--- src/rtl/therm_dac_dwa.sv ---
// ============================================================================
// Module   : therm_dac_dwa
// Brief    : Binary-to-thermometer unit-element driver with rotating DWA
//            pointer and a one-hot calibration walk. Rotation is enabled by
//            defining THERM_DAC_DWA_EN; otherwise a low-aligned thermometer.
// Revision : 1.0 - initial release
// ============================================================================
`default_nettype none

module therm_dac_dwa #(
  parameter int N        = 4,
  parameter int CAL_HOLD = 8
) (
  input  logic                clk,
  input  logic                rst_n,
  input  logic                code_valid,
  input  logic [N-1:0]        code,
  input  logic                cal_start,
  output logic [(2**N)-2:0]   sel,
  output logic                sel_valid,
  output logic                busy,
  output logic [N-1:0]        ptr
);

  localparam int         ELEM     = (2**N) - 1;
  localparam logic [7:0] CNT_LAST = 8'(CAL_HOLD - 1);
  localparam logic [N-1:0] IDX_LAST = N'(ELEM - 1);

  typedef enum logic [1:0] {
    S_IDLE = 2'd0,
    S_RUN  = 2'd1,
    S_CAL  = 2'd2
  } state_t;

  state_t            state_q,     state_d;
  logic [ELEM-1:0]   sel_q,       sel_d;
  logic              sel_valid_q, sel_valid_d;
  logic              busy_q,      busy_d;
  logic [N-1:0]      ptr_q,       ptr_d;
  logic [N-1:0]      cal_idx_q,   cal_idx_d;
  logic [7:0]        cal_cnt_q,   cal_cnt_d;

  logic [ELEM-1:0]   w_therm;
  logic [ELEM-1:0]   w_sel_map;
  logic [N-1:0]      w_ptr_map;

  // ELEM is the largest N-bit value, so no code can exceed it and no
  // saturation stage is needed.
  for (genvar i = 0; i < ELEM; i++) begin : g_therm
    assign w_therm[i] = ({1'b0, code} > (N+1)'(i));
  end

`ifdef THERM_DAC_DWA_EN
  logic [2*ELEM-1:0] w_rot;
  logic [N:0]        w_sum;

  // Rotate by folding the upper half of a double-width shift back onto bit 0.
  assign w_rot     = {{ELEM{1'b0}}, w_therm} << ptr_q;
  assign w_sel_map = w_rot[ELEM-1:0] | w_rot[2*ELEM-1:ELEM];
  assign w_sum     = {1'b0, ptr_q} + {1'b0, code};
  assign w_ptr_map = (w_sum >= (N+1)'(ELEM)) ? N'(w_sum - (N+1)'(ELEM))
                                             : w_sum[N-1:0];
`else
  assign w_sel_map = w_therm;
  assign w_ptr_map = '0;
`endif

  always_comb begin
    state_d     = state_q;
    sel_d       = sel_q;
    sel_valid_d = 1'b0;
    busy_d      = busy_q;
    ptr_d       = ptr_q;
    cal_idx_d   = cal_idx_q;
    cal_cnt_d   = cal_cnt_q;
    case (state_q)
      S_IDLE, S_RUN: begin
        if (cal_start) begin
          state_d     = S_CAL;
          sel_d       = {{(ELEM-1){1'b0}}, 1'b1};
          sel_valid_d = 1'b1;
          busy_d      = 1'b1;
          cal_idx_d   = '0;
          cal_cnt_d   = '0;
        end else if (code_valid) begin
          state_d     = S_RUN;
          sel_d       = w_sel_map;
          ptr_d       = w_ptr_map;
          sel_valid_d = 1'b1;
        end
      end
      S_CAL: begin
        if (cal_cnt_q == CNT_LAST) begin
          cal_cnt_d = '0;
          if (cal_idx_q == IDX_LAST) begin
            state_d = S_IDLE;
            sel_d   = '0;
            busy_d  = 1'b0;
            ptr_d   = '0;
          end else begin
            cal_idx_d   = cal_idx_q + 1'b1;
            sel_d       = {sel_q[ELEM-2:0], 1'b0};
            sel_valid_d = 1'b1;
          end
        end else begin
          cal_cnt_d = cal_cnt_q + 1'b1;
        end
      end
      default: state_d = S_IDLE;
    endcase
  end

  always_ff @(posedge clk or negedge rst_n) begin
    if (!rst_n) begin
      state_q     <= S_IDLE;
      sel_q       <= '0;
      sel_valid_q <= 1'b0;
      busy_q      <= 1'b0;
      ptr_q       <= '0;
      cal_idx_q   <= '0;
      cal_cnt_q   <= '0;
    end else begin
      state_q     <= state_d;
      sel_q       <= sel_d;
      sel_valid_q <= sel_valid_d;
      busy_q      <= busy_d;
      ptr_q       <= ptr_d;
      cal_idx_q   <= cal_idx_d;
      cal_cnt_q   <= cal_cnt_d;
    end
  end

  assign sel       = sel_q;
  assign sel_valid = sel_valid_q;
  assign busy      = busy_q;
  assign ptr       = ptr_q;

endmodule

`default_nettype wire
--- config.mk ---
export PLATFORM = sky130hd
export DESIGN_NAME = therm_dac_dwa
export DESIGN_NICKNAME = d
export VERILOG_FILES = /design/src/rtl/therm_dac_dwa.sv
export SDC_FILE = /design/constraint.sdc
export NUM_CORES = 1
export LEC_CHECK = 0
export CAP_MARGIN = 20
export CORE_MARGIN = 4
export CORE_UTILIZATION = 47
export CTS_BUF_LIST = sky130_fd_sc_hd__clkbuf_16
export DETAILED_ROUTE_END_ITERATION = 16
export GPL_ROUTABILITY_DRIVEN = 0
export PLACE_DENSITY = 0.76
export SLEW_MARGIN = 20
export SYNTH_ARGS = -nofsm -noshare
export SYNTH_HDL_FRONTEND = slang
export SYNTH_SLANG_ARGS = --single-unit
--- constraint.sdc ---
create_clock -name clk -period 2.6 [get_ports clk]
set_input_delay 0.39 -clock clk [delete_from_list [all_inputs] [get_ports clk]]
set_output_delay 0.39 -clock clk [all_outputs]
set_load 0.01 [all_outputs]
==> results.sh, run 1 <==
export IMPL_period_needed_ns=2.049
export IMPL_yosys_area_share_adder_pct=2.437
export IMPL_hpwl_um=2423
export IMPL_synthTopCellsByArea="dfrtp_1 50%, nor2_1 4.9%, a21oi_1 4.5%"
export IMPL_root_buffer="clkbuf_16"
export IMPL_setup_ws_ns=0.5513
export IMPL_drt_iter0_drc=95
export IMPL_crit_path_cell_trace="or4_4, o31ai_1, o21ai_0, nand2_1, o21ai_0"
export IMPL_track_usage_pct=18.34
export IMPL_place_ws_ns=0.6045
export IMPL_worstHoldPathType="in -> async"
export IMPL_rsz0062_at_grt="false"
export IMPL_yosys_area_share_simple_pct=18.44
export IMPL_clkSinkCount=31
export IMPL_ant_nets=0
export IMPL_synth_cells=163
export IMPL_drive_above_1_share_pct=8.421
export IMPL_clockBufferDepth=2
export IMPL_rrSetupSlack_ns=0.55
export IMPL_coreArea_um2=3103
export IMPL_synth_common_cells="31 x dfrtp_1, 20 x nor2_1, 18 x nand2_1, 14 x a21oi_1, 14 x o21ai_0"
export IMPL_worst_slew_pin_slew_ns=0.5840
export IMPL_synth_top_family_by_area="compound AO/OA/AOI/OAI gates"
export IMPL_muxShareOfSynthArea_pct=0
export IMPL_finalCritPeriodShare_pct=78.80
export IMPL_p_int_w=0.001494
export IMPL_slew_violations=0
export IMPL_hold_buffers=0
export IMPL_grt_ovfl_total=0
export IMPL_maxSlewHeadroom_pct=60.74
export IMPL_power_share_combinational_pct=36.9
export IMPL_cp_data_arrival_time_ns=2.20
export IMPL_start_kind="flop"
export IMPL_design_portCount=29
export IMPL_switching_share_pct=34.86
export IMPL_cts_tree="built"
export IMPL_first_pass_iters=4
export IMPL_yosys_area_top_type_share_pct=50.37
export IMPL_synth_compound_area_share_pct=23.64
export IMPL_clkLatencyLatePin_ns=0.28
export IMPL_syn_avg_cell_area_um2=9.449
export IMPL_die_w_um=65.25
export IMPL_antenna_cells=0
export IMPL_drc=0
export IMPL_cellLeakagePower_nw=0.8401
export IMPL_timing_rr_end="cal_cnt_q[4]$_DFFE_PN0P_"
export IMPL_critPathKind="reg -> reg"
export IMPL_grt_max_degree=32
export IMPL_die_area_um2=4257
export IMPL_via_per_inst=5.607
export IMPL_dominantRegCellSynth="dfrtp_1"
export IMPL_layout_nets=201
export IMPL_synth_area_leader_cell="dfrtp_1"
export IMPL_cpPeakStageDelay_ns=0.59
export IMPL_status="finished, final reports clean"
export IMPL_vias=1312
export IMPL_ys_types=37
export IMPL_wl_per_cell_um=15.00
export IMPL_ys_warn_count=0
export IMPL_die_h_um=65.25
export IMPL_slowest_stage="or4_4"
export IMPL_cts_buffers=5
export IMPL_grt_pass1_wl_um=5940
export IMPL_end_kind="flop"
export IMPL_synth_most_common_cell="dfrtp_1"
export IMPL_io_buffers=24
export IMPL_antenna_found_initial=0
export IMPL_seq_power_share_pct=39.4
export IMPL_fin_skew_ns=0.003756
export IMPL_worst_path_max_fanout=6
export IMPL_clkSlewWorstSetupHoldPaths_ns=0.05
export IMPL_setup_tns_ns=0
export IMPL_post_cts_buffers=0
export IMPL_required_ns=2.75
export IMPL_ys_seq_elements=31
export IMPL_synth_xor_area_share_pct=1.137
export IMPL_async_reset_ff_share_pct=100.0
export IMPL_initial_utilization_pct=49.64
export IMPL_seq_area_frac_synth_pct=50.37
export IMPL_r2r_cells=5
export IMPL_synth_edf_count=0
export IMPL_ir_drop_mv=0.5455
export IMPL_syn_area_um2=1540
export IMPL_h_tree_depth=2
export IMPL_max_freq_ghz=0.4881
export IMPL_timing_rr_start="cal_cnt_q[5]$_DFFE_PN0P_"
export IMPL_postCtsResizedCells=0
export IMPL_grt_pass1_vias=1273
export IMPL_power_density_nw_per_um2=1170
export IMPL_routed_wl_um=3511
export IMPL_power_w=0.002294
export IMPL_crit_start="cal_cnt_q[5]$_DFFE_PN0P_"
export IMPL_finalHoldViolCount=0
export IMPL_p_sw_w=0.0007997
export IMPL_area_growth_pct=27.29
export IMPL_clockPowerShare_pct=23.7
export IMPL_row_count=20
export IMPL_maxCapViolCount=0
export IMPL_crit_top_cell="o21ai_0"
export IMPL_setup_viol=0
## through the flow
stage	instance area [um^2]	instances	hold slack, ns	util [%]
final	1961	234	0.5021	63.19
after global routing	1961	234	0.5392	63.19
after CTS	1961	234	0.5187	63.19
after detailed placement	1827	227	0.5156	58.87
after global placement	1827	227	0.5044	58.87
after floorplan	1551	166	0.09441	-
## cell type report
| type | count | area [um^2] |
|---|---|---|
| clock buffer | 5 | 125.1 |
| fill | 273 | 1142 |
| clock inverter | 2 | 8.758 |
| sequential | 31 | 775.7 |
| inverter | 1 | 3.754 |
| tap | 44 | 55.05 |
| multi-input combinational | 124 | 729.5 |
| timing repair buffer | 27 | 262.8 |
## state kept, by name, summed over array words and instances, names as in the netlist
name,flops
sel,15
cal_cnt_q,8
cal_idx_q,4
state_q,2
busy,1
sel_valid,1
## layout by cell type, fill, tap and decap left out
master | Yosys | layout
or4_1 | 1 | 1
a32oi_1 | 2 | 2
o21ai_0 | 14 | 14
a22o_1 | 1 | 1
nand2_1 | 18 | 18
or4_4 | 1 | 1
o31ai_1 | 4 | 4
a22oi_1 | 2 | 2
dfrtp_1 | 31 | 31
a21oi_2 | 1 | 1
o211ai_1 | 1 | 1
ha_1 | 3 | 3
xnor2_1 | 1 | 1
a21o_1 | 1 | 1
o21bai_1 | 1 | 1
xor2_1 | 1 | 1
buf_4 | 4 | 3
inv_1 | 1 | 1
or3_1 | 2 | 2
o32a_1 | 1 | 1
nor2b_1 | 2 | 2
clkinv_1 | 0 | 1
clkdlybuf4s50_1 | 0 | 24
or2_2 | 2 | 2
and3_1 | 4 | 4
a221oi_1 | 2 | 2
nor3_4 | 1 | 1
nor2_1 | 20 | 20
o21a_1 | 2 | 2
nand2b_1 | 1 | 1
clkinv_2 | 0 | 1
and2_1 | 2 | 2
conb_1 | 1 | 4
a31oi_1 | 8 | 8
nand3_1 | 5 | 5
clkbuf_16 | 0 | 5
a21oi_1 | 14 | 14
a31oi_2 | 1 | 1
o41ai_4 | 0 | 1
## cells by family after synthesis
| logic type | count (synthesis) |
|---|---|
| AND/OR/NAND/NOR | 59 |
| other | 1 |
| AO/OA/AOI/OAI | 56 |
| flip-flops | 31 |
| buffers and inverters | 11 |
| XOR/XNOR | 2 |
| adder cells (fa/ha/maj) | 3 |
## layer usage
| layer | track usage (%) | up-vias | wire (um) |
|---|---|---|---|
| li1 | - | 634 | - |
| met1 | 23.76 | 620 | 1639 |
| met2 | 27.31 | 49 | 1597 |
| met3 | 5.983 | 9 | 186 |
| met4 | 9.326 | 0 | 87 |
| met5 | 0 | - | 0 |
## power groups by stage
stage | clock (W) | combinational (W) | sequential (W)
CTS | 0.000550 | 0.000853 | 0.000902
detailed placement | 0 | 0.000847 | 0.000904
finish | 0.000544 | 0.000847 | 0.000903
floorplan | 0 | 0.000419 | 0.000921
global placement | 0 | 0.000819 | 0.000891
global route | 0.000578 | 0.000934 | 0.000943
## critical path, delay by kind of cell (launching register included)
family	cells	cell delay (ns)
compound gates	3	0.81
simple gates	2	0.70
flops	1	0.41
## worst max-delay path by stage
stage | to | slack, ns | cells past startpoint
5_1_grt | cal_cnt_q[4]$_DFFE_PN0P_ | 0.44 | 5
3_5_place_dp | cal_cnt_q[4]$_DFFE_PN0P_ | 0.60 | 5
2_1_floorplan | cal_idx_q[3]$_DFFE_PN0P_ | 0.73 | 5
6_report | cal_cnt_q[4]$_DFFE_PN0P_ | 0.55 | 5
3_3_place_gp | cal_idx_q[3]$_DFFE_PN0P_ | 0.68 | 5
4_1_cts | cal_cnt_q[4]$_DFFE_PN0P_ | 0.58 | 5
No activity file was read; power rests on OpenSTA's default activity.
==> run 2, diff against run 1 <==
--- a/config.mk
+++ b/config.mk
@@ -7,11 +7,11 @@
 export LEC_CHECK = 0
 export CAP_MARGIN = 20
 export CORE_MARGIN = 4
-export CORE_UTILIZATION = 47
+export CORE_UTILIZATION = 46
 export CTS_BUF_LIST = sky130_fd_sc_hd__clkbuf_16
 export DETAILED_ROUTE_END_ITERATION = 16
 export GPL_ROUTABILITY_DRIVEN = 0
-export PLACE_DENSITY = 0.76
+export PLACE_DENSITY = 0.78
 export SLEW_MARGIN = 20
 export SYNTH_ARGS = -nofsm -noshare
 export SYNTH_HDL_FRONTEND = slang
==> constraint.sdc (replaced) <==
create_clock -name clk -period 1.76 [get_ports clk]
set_input_delay 0.264 -clock clk [delete_from_list [all_inputs] [get_ports clk]]
set_output_delay 0.264 -clock clk [all_outputs]
set_load 0.01 [all_outputs]
==> run 2 against run 1 <==
The flow now finishes with violations (negative setup slack). Design area grew 14%. Core utilization up 8.6 points. Total power increased by 62%. Clock power rose by 47%. Cell count grew 8.5%. Combinational power up 83%. Non-clock buffer count grew 19. Critical path type unchanged.
==> results.sh, run 2 (synthesis gave the netlist of run 1 again) <==
export IMPL_worst_path_max_fanout=7
export IMPL_worstHoldPathType="in -> async"
export IMPL_clockBufferDepth=2
export IMPL_finalHoldViolCount=0
export IMPL_root_buffer="clkbuf_16"
export IMPL_grt_pass1_wl_um=6244
export IMPL_maxCapViolCount=0
export IMPL_layout_nets=220
export IMPL_wl_per_cell_um=16.97
export IMPL_grt_pass1_vias=1349
export IMPL_max_freq_ghz=0.5524
export IMPL_design_portCount=29
export IMPL_layout_commonest_cell="dfrtp_1"
export IMPL_crit_path_cell_trace="or4_4, o41ai_4, buf_6, clkbuf_16, nor2_2, a31oi_1"
export IMPL_critPathKind="reg -> reg"
export IMPL_start_kind="flop"
export IMPL_utilization_pct=71.76
export IMPL_slew_violations=0
export IMPL_place_ws_ns=-0.08276
export IMPL_via_per_inst=5.783
export IMPL_routed_wl_um=4310
export IMPL_area_growth_pct=45.74
export IMPL_timing_rr_start="cal_cnt_q[5]$_DFFE_PN0P_"
export IMPL_drt_iter0_drc=80
export IMPL_cts_buffers=5
export IMPL_grtUsageMet2_pct=28.16
export IMPL_initial_utilization_pct=49.24
export IMPL_clkSinkCount=31
export IMPL_grt_ovfl_total=0
export IMPL_setup_viol=10
export IMPL_finalCritPeriodShare_pct=102.8
export IMPL_whs_ns=0.3838
export IMPL_rrSetupSlack_ns=-0.05
export IMPL_die_h_um=65.87
export IMPL_timing_rr_end="sel[9]$_DFFE_PN0P_"
export IMPL_rsz0062_at_grt="true"
export IMPL_period_needed_ns=1.810
export IMPL_setup_tns_ns=-0.1520
export IMPL_h_tree_depth=2
export IMPL_vias=1469
export IMPL_first_pass_iters=4
export IMPL_ant_nets=0
export IMPL_setup_ws_ns=-0.05013
export IMPL_layout_common_cells="31 x dfrtp_1, 24 x clkdlybuf4s50_1, 18 x nand2_1"
export IMPL_cellLeakagePower_nw=0.9737
export IMPL_end_kind="flop"
export IMPL_coreArea_um2=3128
export IMPL_drive_above_1_share_pct=25.71
export IMPL_clkSlewWorstSetupHoldPaths_ns=0.05
export IMPL_ir_drop_mv=0.9649
export IMPL_required_ns=1.96
export IMPL_power_w=0.003720
export IMPL_io_buffers=24
export IMPL_cp_data_arrival_time_ns=2.01
export IMPL_r2r_cells=6
export IMPL_grtUsageMet1_pct=25.27
export IMPL_fin_skew_ns=0.005075
export IMPL_die_area_um2=4338
export IMPL_cpPeakStageDelay_ns=0.59
export IMPL_row_count=20
export IMPL_antenna_found_initial=0
export IMPL_antenna_cells=0
export IMPL_violations="negative setup slack"
export IMPL_track_usage_pct=19.18
export IMPL_die_w_um=65.87
export IMPL_hpwl_um=2683
export IMPL_power_density_nw_per_um2=1657
export IMPL_status="finished with violations"
export IMPL_slowest_stage="or4_4"
export IMPL_fillCellCount=207
export IMPL_busiest_layer="met2"
export IMPL_clkLatencyLatePin_ns=0.28
export IMPL_grt_max_degree=32
export IMPL_largest_register_ffs=15
export IMPL_cts_tree="built"
export IMPL_use_met3_pct=7.143
export IMPL_drc=0
run 2: cell count changes in the layout (fill, tap and decap cells not counted), sizes merged:
cell    delta
buf       +17
clkbuf     +2
clkinv     -1
inv        +2
run 2: through the flow:
step | instances | instance area (um^2)
after global routing | 254 | 2245
final | 254 | 2245
after floorplan | 166 | 1551
after CTS | 249 | 2082
after detailed placement | 241 | 1944
after global placement | 241 | 1944
run 2: where the power goes:
part           internal, W  leakage [nW]  total (W)  switching, W
clock network     0.000509        0.0762   0.000801      0.000292
registers          0.00103         0.357    0.00137      0.000339
logic             0.000844         0.541    0.00155      0.000709
total              0.00238         0.974    0.00372       0.00134
run 2: worst max path at each step:
| stage | startpoint | end | slack [ns] | cells after the start |
|---|---|---|---|---|
| after floorplan | cal_cnt_q[6]$_DFFE_PN0P_ | cal_idx_q[3]$_DFFE_PN0P_ | -0.06 | 5 |
| after global placement | cal_cnt_q[6]$_DFFE_PN0P_ | cal_idx_q[3]$_DFFE_PN0P_ | 0.004 | 5 |
| after detailed placement | cal_cnt_q[6]$_DFFE_PN0P_ | cal_idx_q[2]$_DFFE_PN0P_ | -0.08 | 6 |
| after CTS | cal_cnt_q[5]$_DFFE_PN0P_ | sel[12]$_DFFE_PN0P_ | -0.0009 | 5 |
| after global routing | cal_cnt_q[5]$_DFFE_PN0P_ | sel[4]$_DFFE_PN0P_ | -0.09 | 6 |
| final | cal_cnt_q[5]$_DFFE_PN0P_ | sel[9]$_DFFE_PN0P_ | -0.05 | 6 |
run 2: per-layer routing:
layer	share of wire, %	up-vias	wire length (um)
li1	-	675	-
met3	5.8	17	252
met1	42	726	1821
met5	0	-	0
met2	49	51	2096
met4	3.2	0	140
run 2: layout make-up:
type                            count  area (um^2)  area share [%]
Timing Repair Buffer               46        464.2           20.68
Clock inverter                      3        12.51          0.5574
Multi-Input combinational cell    124        808.3           36.01
Sequential cell                    31        775.7           34.56
Clock buffer                        5        125.1           5.574
Tap cell                           44        55.05           2.453
Inverter                            1        3.754          0.1672
run 2: what timing repair did:
| item | CTS | global route |
|---|---|---|
| gates resized for setup | 2 | 25 |
| buffers inserted | 0 | 2 |
| gates cloned | 0 | 3 |
| endpoints found under the setup margin | 2 | 21 |
| pin swaps | 2 | 1 |
| hold buffers | 0 | 0 |
run 2: critical path: cells and delay by family, from the launching register on:
family                 cells  cell delay [ns]
buffers and inverters      2             0.36
AO/OA/AOI/OAI              2             0.37
AND/OR/NAND/NOR            2             0.63
flip-flops                 1             0.37
